$ cat config.mk
export PLATFORM = sky130hd
export DESIGN_NAME = fsb_node_trace_replay_flat
export DESIGN_NICKNAME = d
export VERILOG_FILES = /design/src/rtl/fsb_node_trace_replay_if.sv /design/src/rtl/fsb_node_trace_replay.sv /design/src/flat_wrapper.sv
export SDC_FILE = /design/constraint.sdc
export NUM_CORES = 1
export LEC_CHECK = 0
export CAP_MARGIN = 20
export CORE_MARGIN = 1
export CORE_UTILIZATION = 37
export DETAILED_ROUTE_END_ITERATION = 8
export HOLD_SLACK_MARGIN = 0.1
export PLACE_DENSITY = 0.82
export SLEW_MARGIN = 20
export SYNTH_ARGS = -nofsm -noshare
export SYNTH_HDL_FRONTEND = slang
export SYNTH_SLANG_ARGS = --single-unit
$ cat constraint.sdc
create_clock -name clk_i -period 3 [get_ports clk_i]
set_input_delay 0.6 -clock clk_i [delete_from_list [all_inputs] [get_ports clk_i]]
set_output_delay 0.6 -clock clk_i [all_outputs]
set_load 0.1 [all_outputs]
$ cat src/rtl/fsb_node_trace_replay_if.sv
`default_nettype none
// ============================================================================
// Module  : fsb_node_trace_replay_if
// Purpose : Bundles the trace-replay engine's stimulus, response, ROM and
//           status signals.
//           master = replay engine, slave = DUT/ROM/bench side.
// Signals : en_i        run enable (1 = run, 0 = stall)
//           v_o/data_o/yumi_i     stimulus port (valid/yumi)
//           v_i/data_i/ready_o    response port (valid/ready)
//           rom_addr_o/rom_data_i zero-latency ROM lookup
//           done_o/error_o        sticky status
// Revision: 1.0 - initial release
// ============================================================================
interface fsb_node_trace_replay_if #(
    parameter int ring_width_p     = 80,
    parameter int rom_addr_width_p = 6
);
    logic                          en_i;
    logic                          v_i;
    logic [ring_width_p-1:0]       data_i;
    logic                          ready_o;
    logic                          v_o;
    logic [ring_width_p-1:0]       data_o;
    logic                          yumi_i;
    logic [rom_addr_width_p-1:0]   rom_addr_o;
    logic [ring_width_p+3:0]       rom_data_i;
    logic                          done_o;
    logic                          error_o;

    modport master (
        input  en_i, v_i, data_i, yumi_i, rom_data_i,
        output ready_o, v_o, data_o, rom_addr_o, done_o, error_o
    );

    modport slave (
        output en_i, v_i, data_i, yumi_i, rom_data_i,
        input  ready_o, v_o, data_o, rom_addr_o, done_o, error_o
    );
endinterface
`default_nettype wire

$ cat src/rtl/fsb_node_trace_replay.sv
`default_nettype none
// ============================================================================
// Module  : fsb_node_trace_replay
// Purpose : Trace-replay engine. Steps through an external combinational ROM
//           of {op[3:0], payload} words, sending payloads over a valid/yumi
//           port, checking responses on a valid/ready port, and flagging
//           completion (done_o) and mismatches/illegal ops (error_o).
// Ports   : clk_i      clock, all state updates on rising edge
//           reset_n_i  asynchronous active-low reset
//           bus        fsb_node_trace_replay_if.master (see interface header)
// Revision: 1.0 - initial release
// ============================================================================
module fsb_node_trace_replay #(
    parameter int ring_width_p     = 80,
    parameter int rom_addr_width_p = 6,
    parameter int counter_width_p  = 32
) (
    input  wire logic clk_i,
    input  wire logic reset_n_i,
    fsb_node_trace_replay_if.master bus
);

    localparam logic [3:0] c_op_nop    = 4'd0;
    localparam logic [3:0] c_op_send   = 4'd1;
    localparam logic [3:0] c_op_recv   = 4'd2;
    localparam logic [3:0] c_op_done   = 4'd3;
    localparam logic [3:0] c_op_finish = 4'd4;
    localparam logic [3:0] c_op_wait   = 4'd5;
    localparam logic [3:0] c_op_load   = 4'd6;

    localparam logic [rom_addr_width_p-1:0] c_addr_one = 1;
    localparam logic [counter_width_p-1:0]  c_cnt_one  = 1;

    logic [rom_addr_width_p-1:0] r_addr;
    logic                        r_done;
    logic                        r_error;
    logic [counter_width_p-1:0]  r_cnt;

    logic [3:0]                  w_op;
    logic [ring_width_p-1:0]     w_payload;
    logic                        w_active;
    logic                        w_advance;
    logic                        w_set_error;
    logic                        w_set_done;
    logic                        w_load;
    logic                        w_dec;
    logic                        w_v;
    logic                        w_ready;

    assign w_op      = bus.rom_data_i[ring_width_p+3:ring_width_p];
    assign w_payload = bus.rom_data_i[ring_width_p-1:0];

    // Gating with reset_n_i keeps v_o/ready_o low while reset is held, even
    // though the cleared state would otherwise present word 0 as active.
    assign w_active = bus.en_i & ~r_done & reset_n_i;

    always_comb begin
        w_advance   = 1'b0;
        w_set_error = 1'b0;
        w_set_done  = 1'b0;
        w_load      = 1'b0;
        w_dec       = 1'b0;
        w_v         = 1'b0;
        w_ready     = 1'b0;
        if (w_active) begin
            case (w_op)
                c_op_nop: begin
                    w_advance = 1'b1;
                end
                c_op_send: begin
                    // v_o is driven purely by the opcode; yumi_i only retires.
                    w_v       = 1'b1;
                    w_advance = bus.yumi_i;
                end
                c_op_recv: begin
                    w_ready = 1'b1;
                    if (bus.v_i) begin
                        w_advance = 1'b1;
                        if (bus.data_i != w_payload) begin
                            w_set_error = 1'b1;
                        end
                    end
                end
                c_op_done, c_op_finish: begin
                    w_set_done = 1'b1;
                end
                c_op_wait: begin
                    if (r_cnt == '0) begin
                        w_advance = 1'b1;
                    end else begin
                        w_dec = 1'b1;
                    end
                end
                c_op_load: begin
                    w_load    = 1'b1;
                    w_advance = 1'b1;
                end
                default: begin
                    // Unknown opcodes flag an error and otherwise behave as NOP.
                    w_set_error = 1'b1;
                    w_advance   = 1'b1;
                end
            endcase
        end
    end

    always_ff @(posedge clk_i or negedge reset_n_i) begin
        if (!reset_n_i) begin
            r_addr  <= '0;
            r_done  <= 1'b0;
            r_error <= 1'b0;
            r_cnt   <= '0;
        end else begin
            if (w_advance) begin
                r_addr <= r_addr + c_addr_one;
            end
            if (w_set_done) begin
                r_done <= 1'b1;
            end
            if (w_set_error) begin
                r_error <= 1'b1;
            end
            if (w_load) begin
                r_cnt <= w_payload[counter_width_p-1:0];
            end else if (w_dec) begin
                r_cnt <= r_cnt - c_cnt_one;
            end
        end
    end

    assign bus.rom_addr_o = r_addr;
    assign bus.data_o     = w_payload;
    assign bus.v_o        = w_v;
    assign bus.ready_o    = w_ready;
    assign bus.done_o     = r_done;
    assign bus.error_o    = r_error;

endmodule
`default_nettype wire

$ cat src/flat_wrapper.sv
// flat-port wrapper written by rule: the top's interface ports become plain ports
module fsb_node_trace_replay_flat 
#(
    parameter int ring_width_p     = 80,
    parameter int rom_addr_width_p = 6,
    parameter int counter_width_p  = 32
)
  (clk_i, reset_n_i, bus_en_i, bus_v_i, bus_data_i, bus_yumi_i, bus_rom_data_i, bus_ready_o, bus_v_o, bus_data_o, bus_rom_addr_o, bus_done_o, bus_error_o);
  fsb_node_trace_replay_if #(.ring_width_p(ring_width_p), .rom_addr_width_p(rom_addr_width_p)) bus_i ();
  input  wire logic clk_i;
  input  wire logic reset_n_i;
  input wire logic [$bits(bus_i.en_i)-1:0] bus_en_i;
  input wire logic [$bits(bus_i.v_i)-1:0] bus_v_i;
  input wire logic [$bits(bus_i.data_i)-1:0] bus_data_i;
  input wire logic [$bits(bus_i.yumi_i)-1:0] bus_yumi_i;
  input wire logic [$bits(bus_i.rom_data_i)-1:0] bus_rom_data_i;
  output wire logic [$bits(bus_i.ready_o)-1:0] bus_ready_o;
  output wire logic [$bits(bus_i.v_o)-1:0] bus_v_o;
  output wire logic [$bits(bus_i.data_o)-1:0] bus_data_o;
  output wire logic [$bits(bus_i.rom_addr_o)-1:0] bus_rom_addr_o;
  output wire logic [$bits(bus_i.done_o)-1:0] bus_done_o;
  output wire logic [$bits(bus_i.error_o)-1:0] bus_error_o;
  assign bus_i.en_i = bus_en_i;
  assign bus_i.v_i = bus_v_i;
  assign bus_i.data_i = bus_data_i;
  assign bus_i.yumi_i = bus_yumi_i;
  assign bus_i.rom_data_i = bus_rom_data_i;
  assign bus_ready_o = bus_i.ready_o;
  assign bus_v_o = bus_i.v_o;
  assign bus_data_o = bus_i.data_o;
  assign bus_rom_addr_o = bus_i.rom_addr_o;
  assign bus_done_o = bus_i.done_o;
  assign bus_error_o = bus_i.error_o;
  fsb_node_trace_replay #(.ring_width_p(ring_width_p), .rom_addr_width_p(rom_addr_width_p), .counter_width_p(counter_width_p)) u_core (.clk_i(clk_i), .reset_n_i(reset_n_i), .bus(bus_i));
endmodule
# Word-level counts from Yosys, hierarchy flattened
# Cells that the tools add are included.
[op_classes]
addsub = 2
n_eq_ne = 7
n_mux = 21
bitwise_logic = 3
n_reduce_logical = 5
[op_table]
columns = ["op", "n"]
rows = [
  ["$ne A80 B80 Y1", 1],
  ["$mux W32", 2],
  ["$logic_not A32 Y1", 1],
  ["$sub A32 B1 Y32 const B", 1],
  ["$mux W1", 17],
  ["$eq A4 B3 Y1 const B", 3],
  ["$eq A4 B2 Y1 const B", 2],
  ["$add A6 B1 Y6 const B", 1],
  ["$reduce_or A6 Y1", 1],
  ["$eq A4 B1 Y1 const B", 1],
  ["$logic_not A4 Y1", 1],
  ["$pmux W1 S4", 1],
  ["$and A1 B1 Y1", 2],
  ["$pmux W1 S2", 1],
  ["$reduce_bool A2 Y1", 1],
  ["$reduce_or A2 Y1", 1],
  ["$not A1 Y1", 1],
]
[word_totals]
ff_bits = 40
input_bits = 169
output_inout_bits = 90
wordCells = 42

# Logic depth before layout (Yosys ltp)
[logic_depth]
ltp_word = 6
ltp_mapped = 8
ltp_nobuf = 7

# Worst setup path before layout
# No wires, ideal clock.
[synth_path]
path_kind = "register to output"
from = "register u_core.r_done (netlist: u_core.bus.done_o)"
to = "output bus_ready_o"
t_arrival_ps = 2539
t_required_ps = 2400
setup_slack_ps = -139
stages_incl_launch_ff = 4
n_path_buf = 0
cell_sequence = "dfrtp_1 and4bb_2 nand2_1 nor2_1"
[synth_between]
elab_chain_len = 4
[synth_lines]
columns = ["element", "line_no", "text"]
rows = [
  ["start: declaration", "fsb_node_trace_replay.sv:35", "logic r_done;"],
  ["start signal: assignment", "fsb_node_trace_replay.sv:110", "r_done <= 1'b0;"],
  ["start signal: assignment", "fsb_node_trace_replay.sv:118", "r_done <= 1'b1;"],
  ["$not A1 Y1", "fsb_node_trace_replay.sv:55", "assign w_active = bus.en_i & ~r_done & reset_n_i;"],
  ["$and A1 B1 Y1 (2 in series)", "fsb_node_trace_replay.sv:55", ""],
  ["$mux W1", "fsb_node_trace_replay.sv:65", "if (w_active) begin"],
  ["end: declaration", "flat_wrapper.sv:17", "output wire logic [$bits(bus_i.ready_o)-1:0] bus_ready_o;"],
]
# Every way passes these cells.

# Final worst setup path
[layout_path]
from = "register u_core.r_cnt[4]"
to = "register u_core.r_cnt[18]"
[layout_between]
elab_chain_len = 5
elab_cells_between_ends = 8
cone_classes = "add/sub: 1; mux: 5; reduce/logical: 2"
[layout_lines]
columns = ["element", "line_no", "text"]
rows = [
  ["start: declaration", "fsb_node_trace_replay.sv:37", "logic [counter_width_p-1:0] r_cnt;"],
  ["start signal: assignment", "fsb_node_trace_replay.sv:124", "r_cnt <= w_payload[counter_width_p-1:0];"],
  ["start signal: assignment", "fsb_node_trace_replay.sv:126", "r_cnt <= r_cnt - c_cnt_one;"],
  ["branches (longest 5 deep; another with $sub A32 B1 Y32)", "--", ""],
]
# Parallel ways; which one is timed is not known. The select of a mux whose other input is x is not followed.
# A chain may end at the register's enable or synchronous reset.

==> reports/metrics.cfg <==
[run_status]
status = complete, no violations

[detailed_routing]
wirelength_um = 13500
vias = 4215
drcViolationCount = 0
met1Wirelength_um = 5040
wl_met3_um = 1200
wl_met2_um = 6910
wl_per_cell_um = 17.0
viasPerCell = 5.33
drt-pass1-iter-count = 4
drtAntennaViolNets = 0
routed.top_layer = met4
drt_iter0_markers = 254

[clock_network]
cts_tree = done
numCtsBuffers = 5
cts_resized = 0
cts_root_buf = clkbuf_8
clkTransAtPathRegs_ns = 0.08
cts_setup_buffers = 0
h-tree-depth = 2
clock_sinks = 40
holdBufCountCts = 0
clockBufferDepth = 2
clkLatencyLatePin_ns = 0.29

[flow_run]
drv_cap = 0

[layout]
multi_input_area_um2 = 2280
drive_gt1_share_pct = 18.9
antenna_cells = 0
seqCellArea_um2 = 1000
nets = 825
finish.instance_area_um2 = 6100
n_fill_cell = 900
syn2layout_area_growth_pct = 54.4

[timing]
tightestPinTransition_ns = 0.731
finalHoldViolCount = 0
finalSetupViolations = 0
post-route-min-period_ns = 2.70
holdWs_ns = 0.396
setup-tns-final_ns = 0
fin_crit_sh_pct = 90.0
rsz0062_at_grt = no
finalClockSkew_ns = 0.00408
maxSlewViolCount = 0
slew_headroom_pct = 50.6
clock.fmax_ghz = 0.370
fin_ws_ns = 0.301

[setup_path]
rr_endpoint = u_core.r_cnt[18]
cp-endpoint = u_core.r_cnt[18]
r2r_cells = 5
critical_path_arrival_ns = 2.87
r2r_slack_ns = 0.30
cp_num_buf_inv = 0
end_kind = register
path_class = reg -> reg
regToRegStartpoint = u_core.r_cnt[4]
startpoint = u_core.r_cnt[4]
cp-start-kind = register
critPathMaxFanout = 8
path_depth = 5
critPathTopFamily = simple AND/OR/NAND/NOR gates
worstPathCellList = or4_1, nor4_4, o211ai_1, o311a_1, a221o_1
slowest_delay_ns = 0.67
slowest_stage = or4_1
required_ns = 3.17

[synth]
synth_cells = 468
synthDistinctLibCells = 52
synth-edff-count = 0
synthFlopType = dfrtp_1
yosysWarnings = 0
synthArstFlopShare_pct = 100
syn_area_um2 = 3950
yosys_register_bits = 40
post_synth.cell_area_avg_um2 = 8.44
syn_nets = 639
yosysSeqAreaShare_pct = 25.3

[placement]
pre_cts_ws_ns = 0.190
routabilityCongestion = 0.889
hpwl_um = 11200
numPortBuffers = 258
placed_cell_area_um2 = 6010

[floorplan]
die_area_um2 = 11100
rows = 37
coreArea_um2 = 10300
fp.dieH_um = 105
start_util_pct = 38.3
dieWidth_um = 105
pin_count = 259

[grt]
first_global_vias = 4195
overflow = 0
grt_pass1_wl_um = 20900
grt_max_degree = 43
grt_usage_pct = 23.7
antenna_found_initial = 0

[worst_hold_path]
hold_path.class = in -> async

[pwr]
power_mw = 3.07
ir_drop_mv = 0.644
power_density_nw_per_um2 = 504
p_leak_nw = 2.43

==> power by group <==
group	internal (mW)	total [mW]	switching [mW]
registers	0.686	0.861	0.175
logic	0.651	1.84	1.19
clock network	0.188	0.376	0.188
==> layout make-up <==
class	count	area share (%)
flip-flops and latches	40	16.4
well taps	136	2.79
multi-input cells	330	37.4
repair buffers	273	41.6
inverters	4	0.246
clock buffers	8	1.48
==> per-stage QoR <==
stage          std cells  util (%)
2_1_floorplan        468         -
4_1_cts              791      59.1
3_3_place_gp         783      58.2
5_1_grt              791      59.1
3_5_place_dp         783      58.2
6_report             791      59.1
==> registers in the layout, indices dropped and copies added, names as in the netlist <==
| register | cells |
|---|---|
| u_core.r_cnt | 32 |
| u_core.bus.rom_addr_o | 6 |
| u_core.bus.error_o | 1 |
| u_core.bus.done_o | 1 |
==> logic make-up (layout without fill, tap and decap cells) <==
| logic type | Yosys count | count (layout) | synth area share (%) |
|---|---|---|---|
| buf+inv | 98 | 285 | 17.0 |
| fa+ha+maj | 2 | 2 | 0.633 |
| flops | 40 | 40 | 25.3 |
| simple gates | 166 | 166 | 23.5 |
| xor+xnor | 86 | 86 | 19.1 |
| compound gates | 72 | 72 | 13.4 |
| mux | 4 | 4 | 1.08 |
==> worst min path at each step <==
stage	startpoint	endpoint	slack, ns	depth (start not counted)
2_1_floorplan	reset_n_i	u_core.bus.done_o	0.30	0
3_3_place_gp	u_core.bus.rom_addr_o[5]	u_core.bus.rom_addr_o[5]	0.49	1
3_5_place_dp	u_core.bus.rom_addr_o[5]	u_core.bus.rom_addr_o[5]	0.49	1
4_1_cts	reset_n_i	u_core.bus.done_o	0.42	2
5_1_grt	reset_n_i	u_core.bus.done_o	0.44	2
6_report	reset_n_i	u_core.bus.done_o	0.40	2
==> metal layers <==
metal,up-vias,track usage (%)
met5,-,0
met4,0,6.84
met3,23,4.89
met2,216,43.6
met1,1981,27.5
li1,1995,-
==> placed cells by master, fill, tap and decap left out, types with 7 or more instances in the layout <==
| cell type | synthesis | layout |
|---|---|---|
| a31oi_1 | 9 | 9 |
| o21ai_0 | 15 | 15 |
| or3_1 | 9 | 9 |
| nand4_1 | 23 | 23 |
| dfrtp_1 | 40 | 40 |
| xnor2_1 | 67 | 67 |
| nor2_1 | 21 | 19 |
| nand3_1 | 19 | 19 |
| o311ai_0 | 8 | 8 |
| nor3_1 | 13 | 13 |
| xor2_1 | 19 | 19 |
| or4_1 | 9 | 9 |
| buf_4 | 80 | 99 |
| clkdlybuf4s50_1 | 0 | 167 |
| nand2_1 | 30 | 30 |
| nor4_1 | 14 | 14 |
| a21oi_1 | 7 | 7 |
==> synthesized netlist by cell type, drive strengths merged, types with 4 or more instances <==
| cell type | n | share of area (%) |
|---|---|---|
| nor2b | 4 | 0.63 |
| o311ai | 8 | 1.8 |
| xnor2 | 67 | 15 |
| clkbuf | 10 | 0.95 |
| nor3 | 13 | 1.6 |
| nand3 | 19 | 2.4 |
| nand4 | 23 | 3.6 |
| a211o | 5 | 1.1 |
| o211ai | 6 | 1.1 |
| inv | 4 | 0.38 |
| or3 | 9 | 1.4 |
| a31oi | 9 | 1.4 |
| dfrtp | 40 | 25 |
| a21oi | 7 | 0.89 |
| or4 | 9 | 1.7 |
| and3 | 6 | 0.95 |
| nand2 | 30 | 2.8 |
| o21ai | 15 | 1.9 |
| nor2 | 21 | 2.0 |
| xor2 | 19 | 4.2 |
| nor4 | 17 | 3.4 |
| o31a | 4 | 0.89 |
| buf | 84 | 16 |
No activity file was read; power rests on OpenSTA's default activity.
